$ cat config.mk
export PLATFORM = sky130hd
export DESIGN_NAME = tree_input_packer_flat
export DESIGN_NICKNAME = d
export VERILOG_FILES = /design/src/rtl/tree_input_packer_if.sv /design/src/rtl/tree_input_packer.sv /design/src/flat_wrapper.sv
export SDC_FILE = /design/constraint.sdc
export NUM_CORES = 1
export LEC_CHECK = 0
export CAP_MARGIN = 20
export CORE_ASPECT_RATIO = 0.6
export CORE_UTILIZATION = 46
export DETAILED_ROUTE_END_ITERATION = 6
export GPL_ROUTABILITY_DRIVEN = 0
export PLACE_DENSITY = 0.86
export SYNTH_ARGS = -nofsm -noshare
export SYNTH_HDL_FRONTEND = slang
export SYNTH_SLANG_ARGS = --single-unit
$ cat constraint.sdc
create_clock -name clk -period 1.7 [get_ports clk]
set_input_delay 0.425 -clock clk [delete_from_list [all_inputs] [get_ports clk]]
set_output_delay 0.425 -clock clk [all_outputs]
set_load 0.05 [all_outputs]
$ cat src/rtl/tree_input_packer_if.sv
// Stream-in / packed-group-out bundle for tree_input_packer.
// master = packer side, slave = upstream source plus downstream tree.
interface tree_input_packer_if #(
    parameter int pDATA_WIDTH = 32,
    parameter int pINPUT_NUM  = 4
);
    localparam int CW = $clog2(pINPUT_NUM + 1);

    logic                            s_valid;
    logic                            s_ready;
    logic [pDATA_WIDTH-1:0]          s_data;
    logic                            s_last;
    logic                            m_valid;
    logic                            m_ready;
    logic [pDATA_WIDTH*pINPUT_NUM-1:0] m_data;
    logic [CW-1:0]                   m_count;
    logic                            m_last;

    modport master (
        input  s_valid,
        input  s_data,
        input  s_last,
        input  m_ready,
        output s_ready,
        output m_valid,
        output m_data,
        output m_count,
        output m_last
    );

    modport slave (
        output s_valid,
        output s_data,
        output s_last,
        output m_ready,
        input  s_ready,
        input  m_valid,
        input  m_data,
        input  m_count,
        input  m_last
    );
endinterface

$ cat src/rtl/tree_input_packer.sv
// Packs a signed operand stream into zero-padded lane groups
// for the ShuffleNet adder tree; groups close on full or s_last.
module tree_input_packer #(
    parameter int pDATA_WIDTH = 32,
    parameter int pINPUT_NUM  = 4
) (
    input  logic               clk,
    input  logic               rst,
    tree_input_packer_if.master bus
);
    localparam int IW = (pINPUT_NUM > 1) ? $clog2(pINPUT_NUM) : 1;
    localparam int CW = $clog2(pINPUT_NUM + 1);

    typedef enum logic {
        FILL = 1'b0,
        HOLD = 1'b1
    } state_t;

    typedef logic [pINPUT_NUM-1:0][pDATA_WIDTH-1:0] lanes_t;

    state_t        state_q, state_d;
    lanes_t        lanes_q, lanes_d;
    logic [IW-1:0] idx_q,   idx_d;
    logic [CW-1:0] count_q, count_d;
    logic          last_q,  last_d;
    logic          close;

    assign close = (idx_q == IW'(pINPUT_NUM - 1)) || bus.s_last;

    always_comb begin
        state_d = state_q;
        lanes_d = lanes_q;
        idx_d   = idx_q;
        count_d = count_q;
        last_d  = last_q;
        unique case (state_q)
            FILL: begin
                if (bus.s_valid) begin
                    lanes_d[idx_q] = bus.s_data;
                    if (close) begin
                        state_d = HOLD;
                        count_d = CW'(idx_q) + CW'(1);
                        last_d  = bus.s_last;
                        idx_d   = '0;
                    end else begin
                        idx_d = idx_q + IW'(1);
                    end
                end
            end
            HOLD: begin
                // Whole buffer cleared so unused lanes read as zero.
                if (bus.m_ready) begin
                    state_d = FILL;
                    lanes_d = '0;
                    idx_d   = '0;
                    count_d = '0;
                    last_d  = 1'b0;
                end
            end
            default: state_d = FILL;
        endcase
    end

    always_ff @(posedge clk or negedge rst) begin
        if (!rst) begin
            state_q <= FILL;
            lanes_q <= '0;
            idx_q   <= '0;
            count_q <= '0;
            last_q  <= 1'b0;
        end else begin
            state_q <= state_d;
            lanes_q <= lanes_d;
            idx_q   <= idx_d;
            count_q <= count_d;
            last_q  <= last_d;
        end
    end

    assign bus.s_ready = (state_q == FILL);
    assign bus.m_valid = (state_q == HOLD);
    assign bus.m_data  = lanes_q;
    assign bus.m_count = count_q;
    assign bus.m_last  = last_q;
endmodule

$ cat src/flat_wrapper.sv
// flat-port wrapper written by rule: the top's interface ports become plain ports
module tree_input_packer_flat 
#(
    parameter int pDATA_WIDTH = 32,
    parameter int pINPUT_NUM  = 4
)
  (clk, rst, bus_s_valid, bus_s_data, bus_s_last, bus_m_ready, bus_s_ready, bus_m_valid, bus_m_data, bus_m_count, bus_m_last);
  tree_input_packer_if #(.pDATA_WIDTH(pDATA_WIDTH), .pINPUT_NUM(pINPUT_NUM)) bus_i ();
  input  logic clk;
  input  logic rst;
  input wire logic [$bits(bus_i.s_valid)-1:0] bus_s_valid;
  input wire logic [$bits(bus_i.s_data)-1:0] bus_s_data;
  input wire logic [$bits(bus_i.s_last)-1:0] bus_s_last;
  input wire logic [$bits(bus_i.m_ready)-1:0] bus_m_ready;
  output wire logic [$bits(bus_i.s_ready)-1:0] bus_s_ready;
  output wire logic [$bits(bus_i.m_valid)-1:0] bus_m_valid;
  output wire logic [$bits(bus_i.m_data)-1:0] bus_m_data;
  output wire logic [$bits(bus_i.m_count)-1:0] bus_m_count;
  output wire logic [$bits(bus_i.m_last)-1:0] bus_m_last;
  assign bus_i.s_valid = bus_s_valid;
  assign bus_i.s_data = bus_s_data;
  assign bus_i.s_last = bus_s_last;
  assign bus_i.m_ready = bus_m_ready;
  assign bus_s_ready = bus_i.s_ready;
  assign bus_m_valid = bus_i.m_valid;
  assign bus_m_data = bus_i.m_data;
  assign bus_m_count = bus_i.m_count;
  assign bus_m_last = bus_i.m_last;
  tree_input_packer #(.pDATA_WIDTH(pDATA_WIDTH), .pINPUT_NUM(pINPUT_NUM)) u_core (.clk(clk), .rst(rst), .bus(bus_i));
endmodule
Word-level counts from Yosys, hierarchy flattened. Cells that the tools add are included.

Muxes and demuxes: 22. Reductions and logical operators: 4. Add/subtract/negate cells: 2. Bitwise logic cells: 1. Eq/ne operators: 4. $lt $le $gt $ge: 2.

Operators by type and width (number): $mux W128 (2); $pmux W128 S2 (1); $bwmux W128 (1); $demux W32 S2 (1); $mux W32 (1); $mux W3 (3); $mux W1 (6); $mux W2 (3); $pmux W3 S2 (1); $ne A2 B2 Y1 const B (2); $pmux W1 S2 (2); $pmux W2 S2 (1); $add A2 B1 Y3 const B (1); $lt A2 B3 Y1 const B (1); $reduce_and A3 Y1 (1); $add A2 B1 Y2 const B (1); $eq A2 B2 Y1 const B (1); $ge A2 B1 Y1 const B (1); $ne A2 B1 Y1 const B (1); $reduce_and A2 Y1 (1); $logic_and A1 B1 Y1 (1); $logic_or A1 B1 Y1 (1); $not A1 Y1 (1).

Word-level logic and storage cells: 43. Output and inout bits: 134. Bits in registers: 135. Input bits: 37.

Logic depth before layout (Yosys ltp). Gate-level depths: netlist of run 1.

Word-level depth: 7. Depth in mapped cells: 6. Mapped depth without buffers: 5.

Worst setup path after synthesis of run 1. Ideal clock, no wire load.

Path type: register -> output. From: register u_core.state_q (netlist: u_core.bus.m_valid). To: output bus_s_ready. Stages on the path, launching flop included: 3. Required time: 1.275 ns. Path slack: 0.181 ns. Data arrival time: 1.094 ns. Buffers on the path: 1. Path through: dfrtp_1 > buf_6 > inv_1.

Word-level cells in the longest chain between the ends: 1.

RTL lines: start: declaration (RTL line tree_input_packer.sv:21) `state_t state_q, state_d;`; start signal: assignment (RTL line tree_input_packer.sv:72) `state_q <= state_d;`; $not A1 Y1 (RTL line tree_input_packer.sv:80) `assign bus.s_ready = (state_q == FILL);`; end: declaration (RTL line flat_wrapper.sv:15) `output wire logic [$bits(bus_i.s_ready)-1:0] bus_s_ready;`.

No other way between the ends.

Worst setup path after layout of run 1. Ends and elaborated chain as after synthesis.

==> flow_metrics.tcl, run 1 <==
set metrics [dict create \
    status "completed" \
    cts_setup_buffers 0 \
    clk_latency_ps 410 \
    drt_wl_total_um 14800 \
    grt-ovfl-total 0 \
    placedCellCount 816 \
    ys_ff_latch 135 \
    yosys-top-cells-area "dfrtp_1 59%, nand3_1 9.0%, o21ai_0 5.2%" \
    finalSetupViolCount 0 \
    worst_pin_slew_ps 446 \
    crit_arrival_ps 1210 \
    fp.dieArea_um2 12800 \
    crit_fanout 11 \
    maxCapViolCount 0 \
    final_max_slew_viol_count 0 \
    fin_nets 712 \
    fillers 891 \
    peakVddDrop_mv 0.951 \
    fp-row-count 31 \
    grt_pass1_wl_um 23300 \
    first_global_vias 4303 \
    hp-class "primary input to asynchronous set/reset pin" \
    required_ps 1270 \
    finalSetupTns_ps 0 \
    chipHeight_um 88.1 \
    drive_gt1_share_pct 37.8 \
    multiInputGateArea_um2 1820 \
    clk_pin_slew_ps 60 \
    worst-r2r-cell-count 5 \
    slew_headroom_pct 69.9 \
    grt_max_degree 65 \
    rsz0062_at_grt "no" \
    yosysSeqAreaShare_pct 59.5 \
    timing.rr.end "u_core.bus.m_data[102]" \
    synthCells 496 \
    fin_skew_ps 10.7 \
    total_leakage_power_uw 0.00394 \
    p_per_area_nw_per_um2 1740 \
    post_dp_cell_area_um2 7500 \
    crit_path_start_kind "flip-flop" \
    synth_cell_types 21 \
    antenna_found_initial 0 \
    via_count 4521 \
    fmax_ghz 0.611 \
    synth_area_um2 5680 \
    path_class "flip-flop to primary output" \
    diodes 0 \
    yosysWarnings 0 \
    dp_hpwl_um 10300 \
    final_util_pct 66.9 \
    hold_viol_final 0 \
    area_growth_pct 42.0 \
    h-tree-depth 4 \
    portBuffers 170 \
    syn_avg_cell_area_um2 11.5 \
    fin_cells 848 \
    ff_latch_area_um2 3380 \
    synth_area_leader_cell "dfrtp_1" \
    die_w_um 145 \
    initial_core_util_pct 47.1 \
    via_per_inst 5.33 \
    cts_sinks 135 \
    tritoncts "built" \
    grt_usage_pct 23.9 \
    final_antenna_net_count 0 \
    endpoint_kind "primary output" \
    yosysTopAreaCellShare_pct 59.5 \
    r2r_slack_ps 130 \
    core_area_um2 12100 \
    drt-pass1-iter-count 5 \
    top_level_ports 171 \
    clock_path_buffers 2 \
    fin_area_um2 8070 \
    syn_nets 537 \
    fin_hold_ws_ps 459 \
    startpoint "u_core.bus.m_valid" \
    drc 0 \
    cts_root_buf "clkbuf_16" \
    reg2reg_from "u_core.idx_q[0]" \
    finalCritPeriodShare_pct 96.3 \
    fin_crit_ps 1640 \
    wire_per_inst_um 17.5 \
    drt_iter0_markers 267 \
    cts-buffers-inserted 17 \
]
-- worst max-delay path by stage --
stage                             endpoint  slack [ps]  depth (start not counted)
floorplan                      bus_s_ready         180                          2
global placement    u_core.bus.m_data[102]          -7                          6
detailed placement       u_core.bus.m_last         -50                          6
CTS                            bus_s_ready          50                          2
global route                   bus_s_ready           7                          2
finish                         bus_s_ready          60                          2
-- critical path, stage by stage, from the launching register on --
cell and delay (ps):
dfrtp_2 510, inv_1 130, buf_12 170
-- flip-flops by register name, summed over array words and instances, names as in the netlist --
signal and cells:
u_core.bus.m_count 3, u_core.idx_q 2, u_core.bus.m_data 128, u_core.bus.m_valid 1, u_core.bus.m_last 1
-- synthesized netlist by cell type --
| master | number |
|---|---|
| mux2i_1 | 2 |
| inv_1 | 36 |
| buf_2 | 9 |
| nor2b_1 | 1 |
| o41ai_1 | 2 |
| o21ai_2 | 32 |
| buf_6 | 20 |
| buf_4 | 9 |
| nand2_1 | 6 |
| nand2_4 | 1 |
| o21bai_4 | 1 |
| dfrtp_1 | 135 |
| a21boi_0 | 2 |
| nand3_1 | 102 |
| clkbuf_1 | 2 |
| nand2b_4 | 1 |
| ha_1 | 4 |
| o21ai_0 | 59 |
| nand3b_4 | 4 |
| o21ai_1 | 40 |
| nand3_2 | 28 |
-- metal layers --
metal | wire length, um | global-route usage (%) | up-vias
met5 | 0 | 0 | -
met4 | 182 | 8.33 | 0
met3 | 1190 | 7.29 | 18
met2 | 7040 | 37.7 | 203
met1 | 6430 | 31.7 | 2225
li1 | - | - | 2075
-- stage by stage --
stage	worst slack, ps	power, uW
after floorplan	181	8430
after global placement	-7.19	10500
after detailed placement	-52.9	10700
after CTS	51.4	14200
after global routing	7.01	14600
final	62.2	14100
-- cell families (layout without fill, tap and decap cells) --
| group | Yosys count | count (layout) | share of synthesized area, % |
|---|---|---|---|
| simple gates | 143 | 143 | 16.3 |
| buf+inv | 76 | 263 | 8.46 |
| compound gates | 136 | 136 | 14.6 |
| fa+ha+maj | 4 | 4 | 0.881 |
| mux | 2 | 2 | 0.352 |
| flops | 135 | 135 | 59.5 |
-- power by group --
group	internal [uW]	switching (uW)
Combinational	1870	4100
Clock	2080	1380
Sequential	4030	611
Total	7980	6090
-- layout by cell type (no fill, tap or decap) --
cell | netlist | final
a21boi_0 | 2 | 2
buf_12 | 0 | 32
buf_4 | 9 | 127
buf_6 | 20 | 1
bufinv_16 | 0 | 1
clkbuf_1 | 2 | 1
clkbuf_16 | 0 | 17
clkbuf_8 | 0 | 2
clkdlybuf4s50_1 | 0 | 35
clkinv_2 | 0 | 4
clkinv_4 | 0 | 2
clkinvlp_4 | 0 | 2
dfrtp_1 | 135 | 134
dfrtp_2 | 0 | 1
dlygate4sd3_1 | 0 | 1
ha_1 | 4 | 4
inv_1 | 36 | 36
inv_6 | 0 | 2
mux2i_1 | 2 | 2
nand2_1 | 6 | 6
nand2_4 | 1 | 1
nand2b_4 | 1 | 1
nand3_1 | 102 | 102
nand3_2 | 28 | 28
nand3b_4 | 4 | 4
nor2b_1 | 1 | 1
o21ai_0 | 59 | 59
o21ai_1 | 40 | 40
o21ai_2 | 32 | 32
o21bai_4 | 1 | 1
o41ai_1 | 2 | 2
-- area by class of cell --
class	instances	share of cell area, %
clock inverter	11	1.24
inverter	36	1.68
clock buffer	20	5.66
timing repair buffer	196	24.4
multi-input combinational	285	22.6
sequential	135	41.9
tap	165	2.56
-- timing repair --
action	4_1_cts	5_1_grt
gates resized for setup	1	0
setup endpoints to repair	1	0
hold buffers	1	0
endpoints found under the hold margin	27	0
Note: power is estimated with default switching activity, not from simulation.
==> run 2: changes to the inputs <==
--- a/config.mk
+++ b/config.mk
@@ -5,12 +5,13 @@
 export SDC_FILE = /design/constraint.sdc
 export NUM_CORES = 1
 export LEC_CHECK = 0
+export ABC_AREA = 1
 export CAP_MARGIN = 20
 export CORE_ASPECT_RATIO = 0.6
 export CORE_UTILIZATION = 46
 export DETAILED_ROUTE_END_ITERATION = 6
 export GPL_ROUTABILITY_DRIVEN = 0
-export PLACE_DENSITY = 0.86
+export PLACE_DENSITY = 0.83
 export SYNTH_ARGS = -nofsm -noshare
 export SYNTH_HDL_FRONTEND = slang
 export SYNTH_SLANG_ARGS = --single-unit
==> flow_metrics.tcl, run 2 <==
set metrics [dict create \
    fin_crit_ps 1660 \
    status "completed" \
    final_util_pct 68.9 \
    yosysMostFrequentCell "nand2_1" \
    path_class "flip-flop to primary output" \
    grt_pass1_wl_um 31900 \
    clk_pin_slew_ps 60 \
    ff_latch_area_um2 3380 \
    multiInputGateArea_um2 2620 \
    finalSetupViolCount 0 \
    route.met2.wl_um 8870 \
    p_per_area_nw_per_um2 1560 \
    area_growth_pct 44.9 \
    via_count 6014 \
    endpoint_kind "primary output" \
    cts-buffers-inserted 17 \
    cts_root_buf "clkbuf_16" \
    final_max_slew_viol_count 0 \
    drive_gt1_share_pct 31.8 \
    drt_iter0_markers 442 \
    die_w_um 156 \
    synth_area_leader_cell "dfrtp_1" \
    dp_hpwl_um 13600 \
    fin_skew_ps 8.62 \
    yosys_most_used_dff "dfrtp_1" \
    yosysTopAreaCellShare_pct 51.7 \
    hp-class "primary input to asynchronous set/reset pin" \
    grt-ovfl-total 0 \
    drc 0 \
    ys_ff_latch 135 \
    yosys-top-cells-area "dfrtp_1 52%, nand3_1 10%, nand2_1 10%" \
    synth_area_um2 6540 \
    fp.dieArea_um2 14700 \
    crit_buf_inv 2 \
    initial_core_util_pct 47.5 \
    fin_nets 997 \
    grt_usage_pct 28.7 \
    layout_commonest_cell "nand2_1" \
    fillers 1032 \
    grt_max_degree 52 \
    antenna_found_initial 0 \
    synth_edf_count 0 \
    critPathMaxStageDelay_ps 490 \
    slowest_stage "dfrtp_2" \
    cts_sinks 135 \
    synth_cell_types 18 \
    fp-row-count 33 \
    first_global_vias 5923 \
    core_area_um2 13700 \
    synthTopCellsByCount "178 x nand2_1, 135 x dfrtp_1, 135 x nand3_1" \
    dr.max_layer_used "met4" \
    total_leakage_power_uw 0.00512 \
    peakVddDrop_mv 1.07 \
    final_antenna_net_count 0 \
    async_reset_ff_share_pct 100 \
    crit_fanout 11 \
    finalCritPeriodShare_pct 97.8 \
    syn_nets 820 \
    tritoncts "built" \
    hold_viol_final 0 \
    post_dp_cell_area_um2 8790 \
    clk_latency_ps 410 \
    met3_length_um 1920 \
    drt-pass1-iter-count 5 \
    yosysWarnings 0 \
    maxCapViolCount 0 \
    chipHeight_um 94.3 \
    fin_area_um2 9470 \
    top_level_ports 171 \
    drt-met1-wl_um 8920 \
    p_total_uw 14700 \
    syn_avg_cell_area_um2 8.39 \
    synthCells 779 \
    required_ps 1270 \
    fin_cells 1160 \
    fmax_ghz 0.601 \
    via_per_inst 5.18 \
    drt_wl_total_um 20000 \
    diodes 0 \
    fin_hold_ws_ps 508 \
    h-tree-depth 4 \
    largest_reg_flops 128 \
    yosysSeqAreaShare_pct 51.7 \
    crit_path_start_kind "flip-flop" \
    portBuffers 170 \
    placedCellCount 1128 \
    clock_path_buffers 2 \
    worstPathCellList "inv_6, buf_12" \
    wire_per_inst_um 17.2 \
    worst_pin_slew_ps 454 \
    critPathTopFamily "flip-flops" \
    crit_arrival_ps 1240 \
    final_cell_mix "178 x nand2_1, 135 x nand3_1, 134 x dfrtp_1, 132 x nor2_1, 113 x buf_4" \
    slew_headroom_pct 69.7 \
    rsz0062_at_grt "no" \
]
[run 2: cell count changes in the layout (fill, tap and decap cells not counted), sizes merged, moves of 4 or more]
cell | previous run | this run
nand3 | 130 | 139
bufinv | 1 | 6
nand2 | 7 | 277
buf | 160 | 174
nand3b | 4 | 0
o21ai | 131 | 2
nor2 | 0 | 132
[run 2: repair_timing]
item,in CTS,in global routing
hold buffers,1,0
setup endpoints to repair,1,0
endpoints found under the hold margin,38,0
buffers inserted,0,0
gates resized for setup,3,0
[run 2: logic make-up after synthesis]
family                     after synthesis  share of synthesized area, %
buffers and inverters                   90                          8.19
adders and majority gates                4                         0.766
AOI/OAI and AO/OA                        2                         0.153
DFF                                    135                          51.7
and+or+nand+nor                        548                          39.2
[run 2: worst register-to-register path, stage by stage, from the launching register on]
cell	delay, ps
dfrtp_1	450
inv_1	130
ha_1	270
nand2_2	100
buf_4	250
nor2_1	100
nand2_2	70
nand2_1	50
[run 2: metrics by stage]
step	setup slack, ps	TNS (ps)
floorplan	105	0
global placement	-19.7	-38.2
detailed placement	-70.2	-1600
CTS	32.4	0
global route	7.81	0
finish	37.4	0
[run 2: layout make-up]
type                    count  share of cell area (%)
clock inverters            12                    2.38
clock buffers              19                    4.57
multi-input cells         554                    27.7
well taps                 192                    2.54
repair buffers            210                    25.6
inverters                  38                    1.56
flip-flops and latches    135                    35.7
[run 2: layer usage]
layer	vias up	global-route usage, %
met2	307	43.1
met5	-	0
met1	2917	40.9
met4	0	9.23
li1	2773	-
met3	17	7.25
[run 2: where the power goes]
group | total [uW] | switching, uW | leakage (uW) | internal [uW]
Clock | 4170 | 1420 | 0.000321 | 2750
Sequential | 4440 | 586 | 0.00183 | 3860
Combinational | 6130 | 3950 | 0.00297 | 2170
[run 2: worst paths after layout]
path                       slack [ps]  cells after the start                      to                  start
hold / removal                    510                      2  u_core.bus.m_data[121]                    rst
setup / recovery                   40                      2             bus_s_ready     u_core.bus.m_valid
max in group asynchronous         620                      3  u_core.bus.m_data[103]                    rst
setup reg to reg                  170                      7   u_core.bus.m_data[78]        u_core.idx_q[0]
hold reg to reg                   510                      2   u_core.bus.m_data[87]  u_core.bus.m_data[87]
min in group clk                  510                      2   u_core.bus.m_data[87]  u_core.bus.m_data[87]
==> run 3: changes to the inputs <==
--- a/config.mk
+++ b/config.mk
@@ -12,6 +12,7 @@
 export DETAILED_ROUTE_END_ITERATION = 6
 export GPL_ROUTABILITY_DRIVEN = 0
 export PLACE_DENSITY = 0.83
+export SLEW_MARGIN = 20
 export SYNTH_ARGS = -nofsm -noshare
 export SYNTH_HDL_FRONTEND = slang
 export SYNTH_SLANG_ARGS = --single-unit
==> constraint.sdc (replaced) <==
create_clock -name clk -period 2.1 [get_ports clk]
set_input_delay 0.525 -clock clk [delete_from_list [all_inputs] [get_ports clk]]
set_output_delay 0.525 -clock clk [all_outputs]
set_load 0.05 [all_outputs]
==> flow_metrics.tcl, run 3 (same netlist as run 2, synthesis figures left out) <==
set metrics [dict create \
    drt-pass1-iter-count 5 \
    cts_root_buf "clkbuf_16" \
    peakVddDrop_mv 0.666 \
    placedCellCount 1112 \
    h-tree-depth 4 \
    required_ps 1570 \
    drc 0 \
    timing.rr.end "u_core.bus.m_data[114]" \
    finalSetupTns_ps 0 \
    grt-ovfl-total 0 \
    grtUsageMet3_pct 7.48 \
    die_w_um 156 \
    fin_nets 980 \
    busiest_layer "met2" \
    status "completed" \
    top_level_ports 171 \
    initial_core_util_pct 47.5 \
    maxCapViolCount 0 \
    hold_viol_final 0 \
    multiInputGateArea_um2 2620 \
    r2r_slack_ps 420 \
    grt_usage_pct 28.0 \
    finalCritPeriodShare_pct 90.0 \
    endpoint_kind "primary output" \
    portBuffers 170 \
    p_per_area_nw_per_um2 1250 \
    final_cell_mix "178 x nand2_1, 135 x nand3_1, 135 x dfrtp_1, 132 x nor2_1, 94 x nand2_2" \
    ff_latch_area_um2 3380 \
    fp.dieArea_um2 14700 \
    worst-r2r-cell-count 6 \
    fin_skew_ps 8.25 \
    diodes 0 \
    grt_use_met2_pct 42.2 \
    rsz0062_at_grt "no" \
    layout_commonest_cell "nand2_1" \
    finalSetupViolCount 0 \
    crit_path_start_kind "flip-flop" \
    holdBufCountCts 0 \
    reg2reg_from "u_core.bus.m_valid" \
    area_growth_pct 36.2 \
    dp_hpwl_um 13000 \
    met1_usage_pct 40.5 \
    grt_max_degree 53 \
    drive_gt1_share_pct 19.9 \
    fillers 1108 \
    largest_reg_flops 128 \
    cts_setup_buffers 0 \
    wire_per_inst_um 17.1 \
    total_leakage_power_uw 0.00541 \
    fin_cells 1143 \
    fin_crit_ps 1890 \
    cts-buffers-inserted 17 \
    fp-row-count 33 \
    crit_fanout 11 \
    worst_pin_slew_ps 521 \
    via_per_inst 5.19 \
    via_count 5929 \
    drt_iter0_markers 579 \
    cts_sinks 135 \
    slew_headroom_pct 65.2 \
    core_area_um2 13700 \
    clock_path_buffers 2 \
    tritoncts "built" \
    crit_arrival_ps 1360 \
    final_max_slew_viol_count 0 \
    final_antenna_net_count 0 \
    cts_resized 82 \
    clk_pin_slew_ps 60 \
    hp-class "primary input to asynchronous set/reset pin" \
    clk_latency_ps 410 \
    fmax_ghz 0.529 \
    path_class "flip-flop to primary output" \
    antenna_found_initial 0 \
    grt_pass1_wl_um 31100 \
    first_global_vias 5765 \
    chipHeight_um 94.3 \
    drt_wl_total_um 19500 \
]
-- run 3: changes by cell type in the layout (fill, tap and decap cells not counted), sizes merged --
cell,change
buf,-120
bufinv,-1
clkinv,+2
dlygate4sd2,+82
dlygate4sd3,-1
dlymetal6s2s,+22
inv,-1
-- run 3: final cells by class --
| cell class | instances | area share, % |
|---|---|---|
| Sequential cell | 135 | 37.9 |
| Multi-Input combinational cell | 554 | 29.5 |
| Timing Repair Buffer | 193 | 21.0 |
| Clock buffer | 19 | 5.09 |
| Tap cell | 192 | 2.70 |
| Clock inverter | 12 | 2.25 |
| Inverter | 38 | 1.60 |
-- run 3: metal layers --
metal	share of wire (%)	vias to the layer above
li1	-	2735
met1	45	2862
met2	45	313
met3	9.4	19
met4	0.75	0
met5	0	-
-- run 3: worst max-delay path by stage --
stage	from	to	slack [ps]	cells past startpoint
floorplan	u_core.bus.m_valid	u_core.bus.m_data[100]	500	6
global placement	bus_s_valid	u_core.bus.m_data[97]	80	5
detailed placement	bus_s_valid	u_core.bus.m_data[39]	20	6
CTS	u_core.bus.m_data[28]	bus_m_data[28]	0.5	1
global route	u_core.bus.m_valid	bus_s_ready	160	2
finish	u_core.bus.m_valid	bus_s_ready	210	2
-- run 3: critical path, cell delays in order, from the launching register on --
cell and delay, ps:
dfrtp_1 460, inv_2 310, buf_12 190
-- run 3: stage by stage --
step	instance area [um2]	hold slack (ps)	total power [uW]	worst slack [ps]	utilization (%)
3_5_place_dp	8300	463	8040	18.7	60.3
2_1_floorplan	6540	229	6490	505	-
5_1_grt	8900	47.6	11600	157	64.7
6_report	8900	23.8	11100	211	64.7
4_1_cts	8850	30.3	11100	0.542	64.3
3_3_place_gp	8300	464	7980	82.7	60.3
-- run 3: where the power goes --
group / internal, uW / leakage [uW] / switching, uW
logic: 1140 / 0.00325 / 3190
registers: 3120 / 0.00184 / 345
clock network: 2170 / 0.000323 / 1130
total: 6430 / 0.00541 / 4660
